### src/rtl/sender_fifo.sv
// sender_fifo: word-wide transmit FIFO feeding a byte-serial UART sender.
// Each rising edge of start pushes one WORD_BYTES-byte word into a circular
// buffer of 2**DEPTH_LOG2 entries. A serializer drains the buffer one byte at
// a time through the valid/sender_ready handshake, in the byte order chosen
// by MSB_FIRST.
//
// Ports:
//   CLK          in   clock, rising edge
//   reset        in   asynchronous active-high reset
//   data         in   word sampled on a detected start rising edge
//   start        in   write strobe; only its 0->1 transition pushes
//   sender_ready in   1 = UART sender idle, 0 = sender busy
//   output_data  out  byte presented to the sender
//   valid        out  output_data holds a new byte
//   full         out  count == depth
//   empty        out  count == 0
//   count        out  stored words, including the word being serialized
//   overflow     out  sticky: a push was dropped because the FIFO was full
module sender_fifo #(
    parameter int unsigned WORD_BYTES = 4,
    parameter int unsigned DEPTH_LOG2 = 5,
    parameter int unsigned MSB_FIRST  = 1
) (
    input  logic                      CLK,
    input  logic                      reset,
    input  logic [8*WORD_BYTES-1:0]   data,
    input  logic                      start,
    input  logic                      sender_ready,
    output logic [7:0]                output_data,
    output logic                      valid,
    output logic                      full,
    output logic                      empty,
    output logic [DEPTH_LOG2:0]       count,
    output logic                      overflow
);

    localparam int unsigned W  = 8 * WORD_BYTES;
    localparam int unsigned D  = 1 << DEPTH_LOG2;
    localparam int unsigned CW = DEPTH_LOG2 + 1;
    localparam int unsigned BW = (WORD_BYTES > 1) ? $clog2(WORD_BYTES) : 1;

    typedef enum logic [1:0] {
        S_IDLE    = 2'd0,
        S_PRESENT = 2'd1,
        S_BUSY    = 2'd2
    } state_e;

    logic [W-1:0]          mem_q [D];

    state_e                state_q, state_d;
    logic                  start_q;
    logic [DEPTH_LOG2-1:0] head_q, head_d;
    logic [DEPTH_LOG2-1:0] tail_q, tail_d;
    logic [CW-1:0]         count_q, count_d;
    logic [BW-1:0]         bi_q, bi_d;
    logic [7:0]            out_q, out_d;
    logic                  valid_q, valid_d;
    logic                  overflow_q, overflow_d;

    logic                  full_c;
    logic                  push_c;
    logic                  push_ok_c;
    logic                  pop_c;
    logic [BW-1:0]         ld_idx_c;
    logic [W-1:0]          head_word_c;
    logic [7:0]            byte_c;

    // Push detection; fullness is judged on the registered count, before any pop.
    always_comb begin
        full_c    = (count_q == CW'(D));
        push_c    = start & ~start_q;
        push_ok_c = push_c & ~full_c;
    end

    // Byte to load next: byte 0 when starting a word, else the following byte.
    always_comb begin
        ld_idx_c    = (state_q == S_BUSY) ? (bi_q + BW'(1)) : '0;
        head_word_c = mem_q[head_q];
        byte_c      = '0;
        for (int b = 0; b < int'(WORD_BYTES); b++) begin
            if (ld_idx_c == BW'(b)) begin
                if (MSB_FIRST != 0) begin
                    byte_c = head_word_c[W-1-8*b -: 8];
                end else begin
                    byte_c = head_word_c[8*b +: 8];
                end
            end
        end
    end

    // Serializer next-state and output logic.
    always_comb begin
        state_d = state_q;
        bi_d    = bi_q;
        out_d   = out_q;
        valid_d = valid_q;
        head_d  = head_q;
        pop_c   = 1'b0;

        case (state_q)
            S_IDLE: begin
                if ((count_q != '0) && sender_ready) begin
                    out_d   = byte_c;
                    valid_d = 1'b1;
                    state_d = S_PRESENT;
                end
            end
            S_PRESENT: begin
                if (!sender_ready) begin
                    valid_d = 1'b0;
                    state_d = S_BUSY;
                end
            end
            S_BUSY: begin
                if (sender_ready) begin
                    if (bi_q != BW'(WORD_BYTES - 1)) begin
                        bi_d    = ld_idx_c;
                        out_d   = byte_c;
                        valid_d = 1'b1;
                        state_d = S_PRESENT;
                    end else begin
                        // Word finished: only now does it leave the count.
                        pop_c   = 1'b1;
                        head_d  = head_q + DEPTH_LOG2'(1);
                        bi_d    = '0;
                        state_d = S_IDLE;
                    end
                end
            end
            default: begin
                state_d = S_IDLE;
            end
        endcase
    end

    // Pointer, count and sticky overflow bookkeeping.
    always_comb begin
        tail_d     = push_ok_c ? (tail_q + DEPTH_LOG2'(1)) : tail_q;
        count_d    = count_q + CW'(push_ok_c) - CW'(pop_c);
        overflow_d = overflow_q | (push_c & full_c);
    end

    // Control state registers.
    always_ff @(posedge CLK or posedge reset) begin
        if (reset) begin
            state_q    <= S_IDLE;
            start_q    <= 1'b0;
            head_q     <= '0;
            tail_q     <= '0;
            count_q    <= '0;
            bi_q       <= '0;
            out_q      <= '0;
            valid_q    <= 1'b0;
            overflow_q <= 1'b0;
        end else begin
            state_q    <= state_d;
            start_q    <= start;
            head_q     <= head_d;
            tail_q     <= tail_d;
            count_q    <= count_d;
            bi_q       <= bi_d;
            out_q      <= out_d;
            valid_q    <= valid_d;
            overflow_q <= overflow_d;
        end
    end

    // Word storage; contents are don't-care until written.
    always_ff @(posedge CLK) begin
        if (push_ok_c) begin
            mem_q[tail_q] <= data;
        end
    end

    assign output_data = out_q;
    assign valid       = valid_q;
    assign count       = count_q;
    assign full        = full_c;
    assign empty       = (count_q == '0);
    assign overflow    = overflow_q;

endmodule

### config.mk
export PLATFORM = sky130hd
export DESIGN_NAME = sender_fifo
export DESIGN_NICKNAME = d
export VERILOG_FILES = /design/src/rtl/sender_fifo.sv
export SDC_FILE = /design/constraint.sdc
export NUM_CORES = 1
export LEC_CHECK = 0
export CORE_ASPECT_RATIO = 1.75
export CORE_MARGIN = 3
export CORE_UTILIZATION = 55
export DETAILED_ROUTE_END_ITERATION = 8
export GPL_TIMING_DRIVEN = 0
export PLACE_DENSITY = 0.82
export SETUP_SLACK_MARGIN = 0.02
export SLEW_MARGIN = 5
export SYNTH_ARGS = -nofsm -noshare
export SYNTH_HDL_FRONTEND = slang
export SYNTH_SLANG_ARGS = --single-unit
### constraint.sdc
create_clock -name CLK -period 7.2 [get_ports CLK]
set_input_delay 2.16 -clock CLK [delete_from_list [all_inputs] [get_ports CLK]]
set_output_delay 2.16 -clock CLK [all_outputs]
set_load 0.05 [all_outputs]
==> reports/qor.yml <==
clocking:
  holdBufCountCts: 0
  cts_tree: "built"
  cts_buffers: 84
  root_buffer: "clkbuf_16"
  clock_sinks: 1055
  clockBufferDepth: 3
  cts_setup_buffers: 0
  cts-htree-levels: 3
  post_cts_resized: 0
  clkSlewWorstSetupHoldPaths_ps: 70
  insertion_delay_ps: 670
finish:
  fin_util_pct: 63.5
  drive_gt1_share_pct: 21.8
  fin_nets: 2220
  stdcell_count: 3170
  fillerInstances: 4580
  area_delta_synth_final_pct: 13.9
placed_design:
  hpwlAfterDp_um: 78500
  place_worst_setup_slack_ps: 1220
  gp_routability_congestion: 0.953
  port_buffers: 53
  dp.cells: 3012
critical_path:
  crit_type: "in2reg"
  worstPathRequired_ps: 7550
  start_kind: "input pin"
  critical_path_depth: 5
  end_kind: "flip-flop"
  crit_family: "simple AND/OR/NAND/NOR gates"
  cp.arrival_ps: 5750
  cp_cell_sequence: "clkdlybuf4s50_1 > nor3b_1 > nand2_1 > nor2_4 > buf_12"
  ff2ff_path_depth: 9
  critPathMaxFanout: 17
  slowest_stage: "nor2_4"
  critPathBufInv: 2
  max_stage_delay_ps: 990
routing:
  routed_wl_um: 123000
  ant_nets: 0
  route.detailed.drc: 0
  post_drt_wl_per_cell_um: 38.7
  dr_total_vias: 22800
  vias_per_cell: 7.21
  drt_iter0_markers: 3690
  wl_met2_um: 58800
  met1_length_um: 35000
  wl_met3_um: 15200
  dr.pass1.iters: 6
  top_layer_used: "met5"
synthesis:
  synth_edf_count: 1024
  ys_ff_latch: 1055
  async_flop_share_pct: 2.94
  synth_top_area_share_pct: 75.1
  ys_seq_area_share_pct: 77.0
  ys_warn_count: 0
  ys_types: 60
  yosys.area.top_type: "edfxtp_1"
  synth_ff_type: "edfxtp_1"
  netlist_instances: 1989
  synth_area_um2: 41000
  synth.avg_cell_area_um2: 20.6
  syn-num-nets: 2041
  synth_most_common_cell: "edfxtp_1"
  synth_area_leaders: "edfxtp_1 (75%), mux4_2 (9.9%), mux2i_1 (3.6%), dfrtp_1 (1.9%), mux2_2 (0.77%)"
  synth_commonest_cells: "edfxtp_1 (1,024), mux4_2 (180), mux2i_1 (146)"
worst_hold_path:
  hold_path.class: "reg2reg"
  hold_path_depth: 1
power:
  ir_drop_mv: 0.219
  power_mw: 16.5
  p_per_area_nw_per_um2: 354
  p_leak_nw: 14.9
sta:
  fmax_mhz: 185
  fin_tns_setup_ps: 0
  slew_viol_final: 0
  relSlewSlack_pct: 6.13
  fin_crit_ps: 5400
  rsz0062_at_grt: "no"
  fin_crit_sh_pct: 75.1
  worst_slew_pin_slew_ps: 1410
  timing.final.ws_setup_ps: 1800
  fin_worst_skew_ps: 33.1
  hold_viol: 0
  setup_viol: 0
floorplanning:
  dieArea_um2: 77900
  die-width_um: 212
  initial_utilization_pct: 55.8
  fp.dieH_um: 367
  pin_count: 54
  core_region_area_um2: 73400
  num_rows: 131
grt:
  grt_antenna_before_repair: 2
  gr-usage-all-layers_pct: 31.9
  grt_pass1_vias: 23400
  grt_max_degree: 33
  overflow: 0
  grt_pass1_wl_um: 172000
job:
  maxCapViolCount: 0
outcome:
  status: "completed"
## metrics by stage
stage                     hold WS [ps]  cell area, um^2
final                              474            46600
after global routing               497            46600
after CTS                          480            46600
after detailed placement           463            43700
after global placement             455            42700
after floorplan                    453            41000
## final cells by class
type | instances | area (um^2) | area share [%]
Clock buffer | 100 | 2220 | 4.77
Sequential cell | 1055 | 31500 | 67.6
Timing Repair Buffer | 93 | 1370 | 2.93
Multi-Input combinational cell | 812 | 8920 | 19.1
Buffer | 104 | 697 | 1.49
Tap cell | 931 | 1160 | 2.50
Inverter | 18 | 67.6 | 0.145
Antenna cell | 1 | 2.50 | 0.00536
Clock inverter | 56 | 674 | 1.45
## per-layer routing
layer | track usage [%] | vias up
li1 | - | 8602
met1 | 34.9 | 11400
met2 | 50.9 | 2137
met3 | 9.25 | 695
met4 | 27.0 | 4
met5 | 0 | -
## power by group
part	switching, mW	internal, mW
Sequential	0.113	6.98
Combinational	2.77	1.75
Clock	2.20	2.71
## path summary, 6_finish.rpt
path	start	end	slack, ps
worst max-delay path	start	mem_q[8][3]	1800
worst min-delay path	overflow	overflow	470
worst max register to register	head_q[2]	output_data[0]	2810
worst min register to register	overflow	overflow	470
max in group asynchronous	reset	tail_q[2]	4630
min in group asynchronous	reset	output_data[1]	1990
## layout by cell type, fill, tap and decap left out, types with 28 or more instances in the layout
cell type        count
a21oi_1             39
buf_12              31
clkbuf_1            48
clkbuf_16           86
clkdlybuf4s50_1     53
dfrtp_1             31
edfxtp_1          1024
mux2_2              28
mux2i_1            146
mux4_2             180
nand2_1             55
nor2_1              33
nor2_4              32
o21ai_0             35
o22ai_1             28
## cells by family after synthesis
| family | share of synthesized area (%) |
|---|---|
| AND/OR/NAND/NOR | 2.33 |
| flip-flops | 77.0 |
| buffers and inverters | 1.87 |
| AO/OA/AOI/OAI | 3.87 |
| adder cells (fa/ha/maj) | 0.507 |
| XOR/XNOR | 0.235 |
| multiplexers | 14.2 |
## flip-flops by register name (all words and copies together) (netlist names)
name,count
head_q,5
count,6
mem_q,1024
bi_q,2
tail_q,5
start_q,1
overflow,1
output_data,8
valid,1
state_q,2
Power figures use the tool's default switching activity.
